<file path="config.mk">
export PLATFORM = sky130hd
export DESIGN_NAME = line_kcpe_feeder
export DESIGN_NICKNAME = d
export VERILOG_FILES = /design/src/rtl/line_kcpe_feeder.sv
export SDC_FILE = /design/constraint.sdc
export NUM_CORES = 1
export LEC_CHECK = 0
export ABC_AREA = 1
export CAP_MARGIN = 20
export CORE_ASPECT_RATIO = 0.5
export CORE_MARGIN = 3
export CORE_UTILIZATION = 51
export DETAILED_ROUTE_END_ITERATION = 16
export PLACE_DENSITY_LB_ADDON = 0.3
export SLEW_MARGIN = 20
export SYNTH_ARGS = -nofsm -noshare
export SYNTH_HDL_FRONTEND = slang
export SYNTH_SLANG_ARGS = --single-unit
</file>
<file path="constraint.sdc">
create_clock -name clk -period 6.67 [get_ports clk]
set_input_delay 1.334 -clock clk [delete_from_list [all_inputs] [get_ports clk]]
set_output_delay 1.334 -clock clk [all_outputs]
set_load 0.02 [all_outputs]
</file>
<file path="src/rtl/line_kcpe_feeder.sv">
// line_kcpe_feeder: answers the 3-PE line conv2d engine's activation/weight requests from BRAM,
// walking the activation region once and the weight region cyclically.
module line_kcpe_feeder #(
   parameter int BIT_WIDTH   = 8,
   parameter int NUM_CHANNEL = 3,
   parameter int NUM_KERNEL  = 4,
   parameter int ADDR_WIDTH  = 16,
   parameter int MEM_LATENCY = 2,
   parameter int REG_WIDTH   = 32
) (
   input  logic                                          clk,
   input  logic                                          rst,
   input  logic                                          i_data_req,
   output logic [BIT_WIDTH*NUM_CHANNEL-1:0]              o_data,
   output logic                                          o_data_val,
   input  logic                                          i_weight_req,
   output logic [BIT_WIDTH*NUM_CHANNEL*NUM_KERNEL-1:0]   o_weight,
   output logic                                          o_weight_val,
   output logic                                          o_act_en,
   output logic [ADDR_WIDTH-1:0]                         o_act_addr,
   input  logic [BIT_WIDTH*NUM_CHANNEL-1:0]              i_act_rdata,
   output logic                                          o_wgt_en,
   output logic [ADDR_WIDTH-1:0]                         o_wgt_addr,
   input  logic [BIT_WIDTH*NUM_CHANNEL*NUM_KERNEL-1:0]   i_wgt_rdata,
   input  logic [REG_WIDTH-1:0]                          i_conf_ctrl,
   input  logic [REG_WIDTH-1:0]                          i_conf_actbase,
   input  logic [REG_WIDTH-1:0]                          i_conf_actlen,
   input  logic [REG_WIDTH-1:0]                          i_conf_wgtbase,
   input  logic [REG_WIDTH-1:0]                          i_conf_wgtlen,
   output logic                                          o_done
);
   typedef enum logic [1:0] {IDLE, RUN, DRAIN, DONE} state_t;
   state_t state;
   logic [ADDR_WIDTH-1:0] act_addr, wgt_addr;
   logic [REG_WIDTH-1:0] act_cnt, wgt_cnt;
   logic [MEM_LATENCY-1:0] act_vp, wgt_vp;
   logic enb, restart, act_issue, wgt_issue, act_last, wgt_wrap, act_out, wgt_out;
   logic unused_bits;
   assign unused_bits = ^{i_conf_ctrl[REG_WIDTH-1:2], i_conf_actbase[REG_WIDTH-1:ADDR_WIDTH],
                          i_conf_wgtbase[REG_WIDTH-1:ADDR_WIDTH]};
   assign enb       = i_conf_ctrl[0];
   assign restart   = i_conf_ctrl[1];
   assign act_issue = state == RUN && enb && !restart && i_data_req && i_conf_actlen != '0;
   assign wgt_issue = (state == RUN || state == DRAIN) && enb && !restart && i_weight_req && i_conf_wgtlen != '0;
   assign act_last  = act_cnt == i_conf_actlen - REG_WIDTH'(1);
   assign wgt_wrap  = wgt_cnt == i_conf_wgtlen - REG_WIDTH'(1);
   assign act_out   = act_vp[MEM_LATENCY-1] && !restart;
   assign wgt_out   = wgt_vp[MEM_LATENCY-1] && !restart;
   assign o_act_en   = act_issue;
   assign o_act_addr = act_issue ? act_addr : '0;
   assign o_wgt_en   = wgt_issue;
   assign o_wgt_addr = wgt_issue ? wgt_addr : '0;
   assign o_done     = state == DONE;
   // restart flushes the valid pipelines so reads already in flight never surface
   always_ff @(posedge clk) begin
      if (rst) begin
         state        <= IDLE;
         act_addr     <= '0;
         wgt_addr     <= '0;
         act_cnt      <= '0;
         wgt_cnt      <= '0;
         act_vp       <= '0;
         wgt_vp       <= '0;
         o_data       <= '0;
         o_data_val   <= 1'b0;
         o_weight     <= '0;
         o_weight_val <= 1'b0;
      end else begin
         act_vp       <= restart ? '0 : (act_vp << 1) | MEM_LATENCY'(act_issue);
         wgt_vp       <= restart ? '0 : (wgt_vp << 1) | MEM_LATENCY'(wgt_issue);
         o_data_val   <= act_out;
         o_weight_val <= wgt_out;
         if (act_out) o_data <= i_act_rdata;
         if (wgt_out) o_weight <= i_wgt_rdata;
         if (act_issue) begin
            act_addr <= act_addr + ADDR_WIDTH'(1);
            act_cnt  <= act_cnt + REG_WIDTH'(1);
         end
         if (wgt_issue) begin
            wgt_addr <= wgt_wrap ? i_conf_wgtbase[ADDR_WIDTH-1:0] : wgt_addr + ADDR_WIDTH'(1);
            wgt_cnt  <= wgt_wrap ? '0 : wgt_cnt + REG_WIDTH'(1);
         end
         if (restart) state <= IDLE;
         else case (state)
            IDLE: if (enb) begin
               state    <= RUN;
               act_addr <= i_conf_actbase[ADDR_WIDTH-1:0];
               wgt_addr <= i_conf_wgtbase[ADDR_WIDTH-1:0];
               act_cnt  <= '0;
               wgt_cnt  <= '0;
            end
            RUN:   if (i_conf_actlen == '0 || (act_issue && act_last)) state <= DRAIN;
            DRAIN: if (act_vp == '0 && wgt_vp == '0 && !wgt_issue) state <= DONE;
            DONE:  if (!enb) state <= IDLE;
         endcase
      end
   end
endmodule
</file>
======== Word level (Yosys, flattened, before mapping) ========
Index checks and enable logic that the tools add are counted.
word-level totals
  bits in registers ....................... 224
  bits of input ports ..................... 284
  word-level logic and storage cells ...... 78
cells by class
  add/subtract/negate cells ............... 6
  equal/unequal tests ..................... 9
  mux-type cells .......................... 25
  bitwise operators ....................... 2
  reductions and logical operators ........ 25
operator list
  cell                                                   count
  2-to-1 mux 32 bit                                      9
  2-to-1 mux 16 bit                                      11
  adder 32 x 1 -> 32 bit, second input constant          2
  equality test 32 bit                                   2
  nonzero test 32 bit                                    2
  subtractor 32 x 1 -> 32 bit, second input constant     2
  adder 16 x 1 -> 16 bit, second input constant          2
  logical NOT 32 bit                                     1
  logical AND 1 bit                                      13
  2-to-1 mux 2 bit                                       4
  one-hot mux 2 bit (4 select lines)                     1
  logical NOT 2 bit                                      3
  equality test 2 bit, second input constant             2
  inequality test 2 x 1 -> 1 bit, second input constant  2
  inequality test 2 bit, second input constant           2
  OR 2 x 1 -> 2 bit                                      2
  AND reduction 4 bit                                    1
  equality test 2 x 1 -> 1 bit, second input constant    1
  logical NOT 1 bit                                      2
  logical OR 1 bit                                       2
  OR reduction 2 bit                                     1

======== Longest topological paths before layout ========
Gate-level depths: netlist (run 1).
  word-level depth ........................ 10
  mapped depth ............................ 20

======== Least setup slack after synthesis (run 1) ========
OpenSTA, ideal clock, no wires.
  path type ............................... input -> output
  start point ............................. in i_conf_wgtlen[0]
  end point ............................... out o_wgt_addr[10]
  arrival time ............................ 2.855 ns
  required time ........................... 5.336 ns
  slack ................................... 2.481 ns
  cell stages on the path ................. 9
  path buffers ............................ 2
  path through ............................ inv_1 ha_1 nand2_1 nor2_1 nand2_1 o21bai_2 clkbuf_1 buf_1 nor2_1
between the ends
  longest elaborated chain between the ends .. 3
ends and longest elaborated chain
  item                 line  RTL
  from (decl)          29    input logic [REG_WIDTH-1:0] i_conf_wgtlen,
  nonzero test 32 bit  44    assign wgt_issue = (state == RUN || state == DRAIN) && enb && !restart && i_weight_req && i_conf_wgtlen != '0;
  logical AND 1 bit    44
  2-to-1 mux 16 bit    52    assign o_wgt_addr = wgt_issue ? wgt_addr : '0;
  to (decl)            23    output logic [ADDR_WIDTH-1:0] o_wgt_addr,
Every way passes these cells.

======== Worst setup path in the final report (run 1) ========
  start point ............................. in i_conf_wgtlen[9]
  end point ............................... out o_wgt_addr[1]
The elaborated chain is that of the path after synthesis.

==> results of run 1 <==
report_power, final:
group / switching [W] / internal [W]
sequential: 0.0000180 / 0.00136
combinational: 0.000198 / 0.000198
clock: 0.000534 / 0.000698
total: 0.000750 / 0.00225
final timing paths:
check | end | cells past startpoint
hold / removal | act_vp[1] | 2
setup / recovery | o_wgt_addr[1] | 8
hold reg to reg | act_vp[1] | 2
setup reg to reg | wgt_cnt[27] | 12
flip-flops by register name (all words and copies together) (netlist names), 2 cells and up:
signal / count
act_vp: 2
wgt_addr: 16
act_addr: 16
act_cnt: 32
wgt_vp: 2
wgt_cnt: 32
o_weight: 96
o_data: 24
state: 2
synthesized netlist by cell type (5+ instances only):
cell      count  area share [%]
inv_2         5            0.14
dfxtp_1     224              33
a31oi_1       6            0.28
xor2_1       72             4.7
o21ai_1       5            0.19
nand3_1     144             5.4
nand3b_1     13            0.73
ha_1         13             1.2
a211oi_1      9            0.50
nor2_2       25             1.2
clkbuf_1     62             1.7
nand4_1      30             1.4
nor4_1       10            0.46
xnor2_1      25             1.6
o21ai_0     180             6.7
a21oi_1      46             1.7
nor2_4        6            0.50
nand2_1     435              12
inv_1       235             6.6
o21bai_1      7            0.39
nor2_1      553              15
nor3_1       27             1.0
metrics by stage:
stage | utilization (%) | total power (W) | hold WS (ns) | std cells | instance area, sq um
floorplan | - | 0.001593 | 0.4080 | 2178 | 13450
global placement | 68.32 | 0.001788 | 0.4129 | 2839 | 17450
detailed placement | 68.32 | 0.001794 | 0.4253 | 2839 | 17450
CTS | 71.10 | 0.003020 | 0.4347 | 2879 | 18160
global route | 71.11 | 0.003118 | 0.4527 | 2880 | 18170
finish | 71.12 | 0.003003 | 0.4351 | 2881 | 18170
logic make-up (layout without fill, tap and decap cells):
| family | after synthesis | count (layout) | share of synthesized area [%] |
|---|---|---|---|
| buffers and inverters | 313 | 670 | 9.002 |
| adder cells (fa/ha/maj) | 13 | 13 | 1.209 |
| AND/OR/NAND/NOR | 1266 | 1266 | 39.64 |
| other | 0 | 2 | 0 |
| AO/OA/AOI/OAI | 265 | 265 | 10.51 |
| flip-flops | 224 | 224 | 33.33 |
| XOR/XNOR | 97 | 97 | 6.314 |
area by class of cell:
| class | instances | area (sq um) | share of cell area [%] |
|---|---|---|---|
| diodes | 2 | 5.005 | 0.02755 |
| clock buffers | 32 | 628.1 | 3.457 |
| clock inverters | 8 | 82.58 | 0.4545 |
| inverters | 241 | 905.9 | 4.986 |
| multi-input cells | 1641 | 7766 | 42.74 |
| flip-flops and latches | 224 | 4484 | 24.68 |
| well taps | 344 | 430.4 | 2.369 |
| repair buffers | 389 | 3866 | 21.28 |
routing by layer:
layer  part of all wire [%]  wire length, um  global-route usage [%]
met1                     40            18030                   35.05
met2                     48            21560                   52.49
met3                    7.4             3318                   6.721
met4                    4.0             1809                   11.23
met5                  0.058               26                       0
worst min-delay path, cell delays in order (launching register included):
cell and delay [ns]:
dfxtp_1 0.31, inv_1 0.05, nor2_1 0.03
==> impl_metrics.toml, run 1 <==
[synthesis]
ys_ff_latch = 224
yosysSeqAreaShare_pct = 33.33
synth_cell_type_count = 45
ys_warn_count = 0
synth_cells = 2178
synthFlopType = "dfxtp_1"
synth_edf_count = 0
syn_nets = 2475
netlist_area_sq_mm = 0.01345
async_flop_share_pct = 0
syn_area_per_cell_sq_um = 6.177

[timing]
final-setup-viol-count = 0
fin_setup_tns_ns = 0
slew_headroom_pct = 33.90
slew_violations = 0
layout_min_cycle_time_ns = 5.398
max_freq_mhz = 185.3
finalWorstSetupSlack_ns = 1.272
rsz0062_at_grt = "false"
worstMarginPinSlew_ns = 0.9915
clock_skew_ns = 0.008829
period_share_pct = 80.93
hold_viol_final = 0

[critical_path]
cp_max_fo = 20
crit_arrival_ns = 4.06
max_stage_delay_ns = 0.68
cp_top_family = "buffers and inverters"
startpoint_type = "input pin"
worstPathRequired_ns = 5.34
crit_path_start = "i_conf_wgtlen[9]"
end_kind = "output port"
cp_cell_sequence = "clkdlybuf4s50_1 -> nor2_2 -> nand2_1 -> nor2_1 -> nand2_1 -> o21bai_2 -> nor2_1 -> clkdlybuf4s50_1"
r2r-start = "state[1]"
cp.buffers_inverters = 2
slowest_stage = "o21bai_2"
rrSetupSlack_ns = 3.67
crit_type = "input pin to output port"

[route]
dr.first_iter.drc_count = 1223
dr.pass1.iters = 6
wl_per_cell_um = 15.53
vias = 14841
drc = 0
antenna_left = 0
totalWireLength_um = 44750
viasPerCell = 5.151

[floorplan]
io_pins = 441
die-area_sq_mm = 0.02848
fp.dieH_um = 120.9
start_util_pct = 52.66
fp.dieW_um = 235.7
core_sq_mm = 0.02555
rows = 41

[global_route]
antenna_found_initial = 4
grt_pass1_vias = 13589
grt_start_max_net_pins = 121
grt.overflow.total = 0
grt_pass1_wl_um = 68490
grt_usage_pct = 29.53

[finish]
layout.nets = 2816
area_growth_pct = 35.04
final_common_cell = "nor2_1"
final_cell_mix = "553 x nor2_1, 434 x nand2_1, 378 x clkdlybuf4s50_1"
drive_gt1_share_pct = 4.063
num-fill-cells = 2241

[clock_tree]
numCtsBuffers = 22
ctsRootBufferMaster = "clkbuf_16"
post-cts-setup-buffers = 0
clock_path_buffers = 3
cts_tree = "yes"
holdBufCountCts = 0
h-tree-depth = 1
path_clk_slew_ns = 0.06
post_cts_resized = 0
clock-sinks = 224
insertion_delay_ns = 0.52

[power]
ir_drop_mv = 0.1660
powerDensity_mw_per_mm2 = 165.3
leakage_nw = 7.120

[job]
maxCapViolations = 0

[place]
dp_hpwl_um = 34790
pre_cts_ws_ns = 1.341
place.gp.congestion = 0.9394
portBuffers = 378

[run_status]
status = "complete, no violations"

[hold_path]
min_path_type = "register to register"
min-delay-start = "act_vp[0]"
No activity file was read; power rests on OpenSTA's default activity.
==> run 2, diff against run 1 <==
--- a/config.mk
+++ b/config.mk
@@ -9,7 +9,7 @@
 export CAP_MARGIN = 20
 export CORE_ASPECT_RATIO = 0.5
 export CORE_MARGIN = 3
-export CORE_UTILIZATION = 51
+export CORE_UTILIZATION = 47
 export DETAILED_ROUTE_END_ITERATION = 16
 export PLACE_DENSITY_LB_ADDON = 0.3
 export SLEW_MARGIN = 20
==> constraint.sdc (replaced) <==
create_clock -name clk -period 5.3 [get_ports clk]
set_input_delay 1.06 -clock clk [delete_from_list [all_inputs] [get_ports clk]]
set_output_delay 1.06 -clock clk [all_outputs]
set_load 0.02 [all_outputs]
==> run 2 against run 1 <==
- sequential power rose by 26%
- largest power group unchanged
- final area increased by 0.65%
- routed wire length is 1.9% higher
- critical path depth grew 3
==> impl_metrics.toml, run 2 (synthesis gave the netlist of run 1 again) <==
[critical_path]
worstPathRequired_ns = 4.24
rr_worst_depth = 11
end_kind = "output port"
cp_max_fo = 17
crit_arrival_ns = 3.66
startpoint_type = "input pin"
rrSetupSlack_ns = 2.56
crit_type = "input pin to output port"

[floorplan]
fp.dieW_um = 245.3
start_util_pct = 48.18
die-area_sq_mm = 0.03082
io_pins = 441
fp.dieH_um = 125.6
core_sq_mm = 0.02792
rows = 43

[finish]
drive_gt1_share_pct = 4.370
final_common_cell = "nor2_1"
num-fill-cells = 2540
largest_reg_flops = 96
area_growth_pct = 35.92
layout.nets = 2821
top_regs = "o_weight x96, act_cnt x32, wgt_cnt x32"
final_cell_mix = "553 x nor2_1, 434 x nand2_1, 378 x clkdlybuf4s50_1"
largest_register = "o_weight"

[clock_tree]
post-cts-setup-buffers = 0
holdBufCountCts = 0
insertion_delay_ns = 0.54
clock_path_buffers = 3
path_clk_slew_ns = 0.06
ctsRootBufferMaster = "clkbuf_16"
post_cts_resized = 0
cts_tree = "yes"
numCtsBuffers = 23
clock-sinks = 224
h-tree-depth = 1

[power]
p_clk_share_pct = 42.0
swShare_pct = 25.64
ir_drop_mv = 0.2572
switchingPower_w = 0.0009837
powerDensity_mw_per_mm2 = 209.8
leakage_nw = 7.160
p_int_w = 0.002852
combinationalPowerShare_pct = 12.9
p_seq_share_pct = 45.1

[global_route]
grt_usage_pct = 28.42
grt.overflow.total = 0
grt_pass1_wl_um = 70950
grt_start_max_net_pins = 98
grt_pass1_vias = 13768
antenna_found_initial = 12

[hold_path]
min_path_type = "register to register"
whs_path_depth = 2

[route]
dr.pass1.iters = 5
totalWireLength_um = 45610
dr.first_iter.drc_count = 1078
viasPerCell = 5.028
antenna_left = 0
vias = 14723
drc = 0
wl_per_cell_um = 15.58

[timing]
final-setup-viol-count = 0
slew_headroom_pct = 41.49
max_freq_mhz = 211.8
worstMarginPinSlew_ns = 0.8776
clock_skew_ns = 0.01920
hold_viol_final = 0
period_share_pct = 89.08
layout_min_cycle_time_ns = 4.721
slew_violations = 0
rsz0062_at_grt = "false"
hold_ws_ns = 0.4255
fin_setup_tns_ns = 0

[job]
maxCapViolations = 0

[place]
dp_hpwl_um = 35460
place.gp.congestion = 0.9416
portBuffers = 378

[run_status]
status = "complete, no violations"
run 2: critical path, cell delays in order:
cell and delay (ns):
clkdlybuf4s50_1 0.47, nor2_1 0.26, nand2_1 0.12, nor2_1 0.20, nand2_1 0.07, nor2_1 0.29
nor2_4 0.07, inv_1 0.19, buf_4 0.26, nor2_1 0.11, clkdlybuf4s50_1 0.55
run 2: area by class of cell:
class                           count  area, sq um  share of cell area [%]
Multi-Input combinational cell   1641         7766                   42.47
Sequential cell                   224         4484                   24.52
Timing Repair Buffer              393         3896                   21.31
Inverter                          241        905.9                   4.954
Clock buffer                       34        676.9                   3.702
Tap cell                          382        478.0                   2.614
Clock inverter                      7        63.81                  0.3490
Antenna cell                        6        15.01                 0.08211
run 2: per-layer routing:
| layer | vias to the layer above | track usage [%] | wire length [um] |
|---|---|---|---|
| met3 | 95 | 6.809 | 3282 |
| met4 | 12 | 9.324 | 1402 |
| met1 | 6595 | 34.79 | 18950 |
| met2 | 449 | 49.37 | 21890 |
| met5 | - | 0 | 78 |
| li1 | 7572 | - | - |
run 2: per-stage QoR:
step	worst slack [ns]	util, %	instance area, sq um	power (W)	std cells
after floorplan	1.659	-	13450	0.002005	2178
after global placement	0.6582	62.78	17530	0.002249	2881
after detailed placement	0.6245	62.78	17530	0.002256	2881
after CTS	0.6272	65.43	18270	0.003863	2922
after global routing	0.3910	65.49	18290	0.003984	2928
final	0.5787	65.49	18290	0.003836	2928
run 2: power groups by stage:
stage / sequential, W / clock, W / combinational, W
floorplan: 0.00176 / 0 / 0.000243
global placement: 0.00177 / 0 / 0.000483
detailed placement: 0.00177 / 0 / 0.000489
CTS: 0.00173 / 0.00164 / 0.000492
global route: 0.00173 / 0.00170 / 0.000551
finish: 0.00173 / 0.00161 / 0.000494
run 2: worst paths after layout:
kind                                        from       endpoint
worst max register to register          state[1]    wgt_cnt[27]
worst min-delay path                   act_vp[0]      act_vp[1]
worst max-delay path            i_conf_actlen[9]  o_act_addr[3]
worst min register to register         act_vp[0]      act_vp[1]
==> run 3, diff against run 2 <==
--- a/config.mk
+++ b/config.mk
@@ -10,8 +10,10 @@
 export CORE_ASPECT_RATIO = 0.5
 export CORE_MARGIN = 3
 export CORE_UTILIZATION = 47
+export CTS_CLUSTER_DIAMETER = 150
 export DETAILED_ROUTE_END_ITERATION = 16
 export PLACE_DENSITY_LB_ADDON = 0.3
+export SKIP_CTS_REPAIR_TIMING = 1
 export SLEW_MARGIN = 20
 export SYNTH_ARGS = -nofsm -noshare
 export SYNTH_HDL_FRONTEND = slang
==> results of run 3 <==
Same layout as run 2: the final DEF is identical, and so are final timing and power.
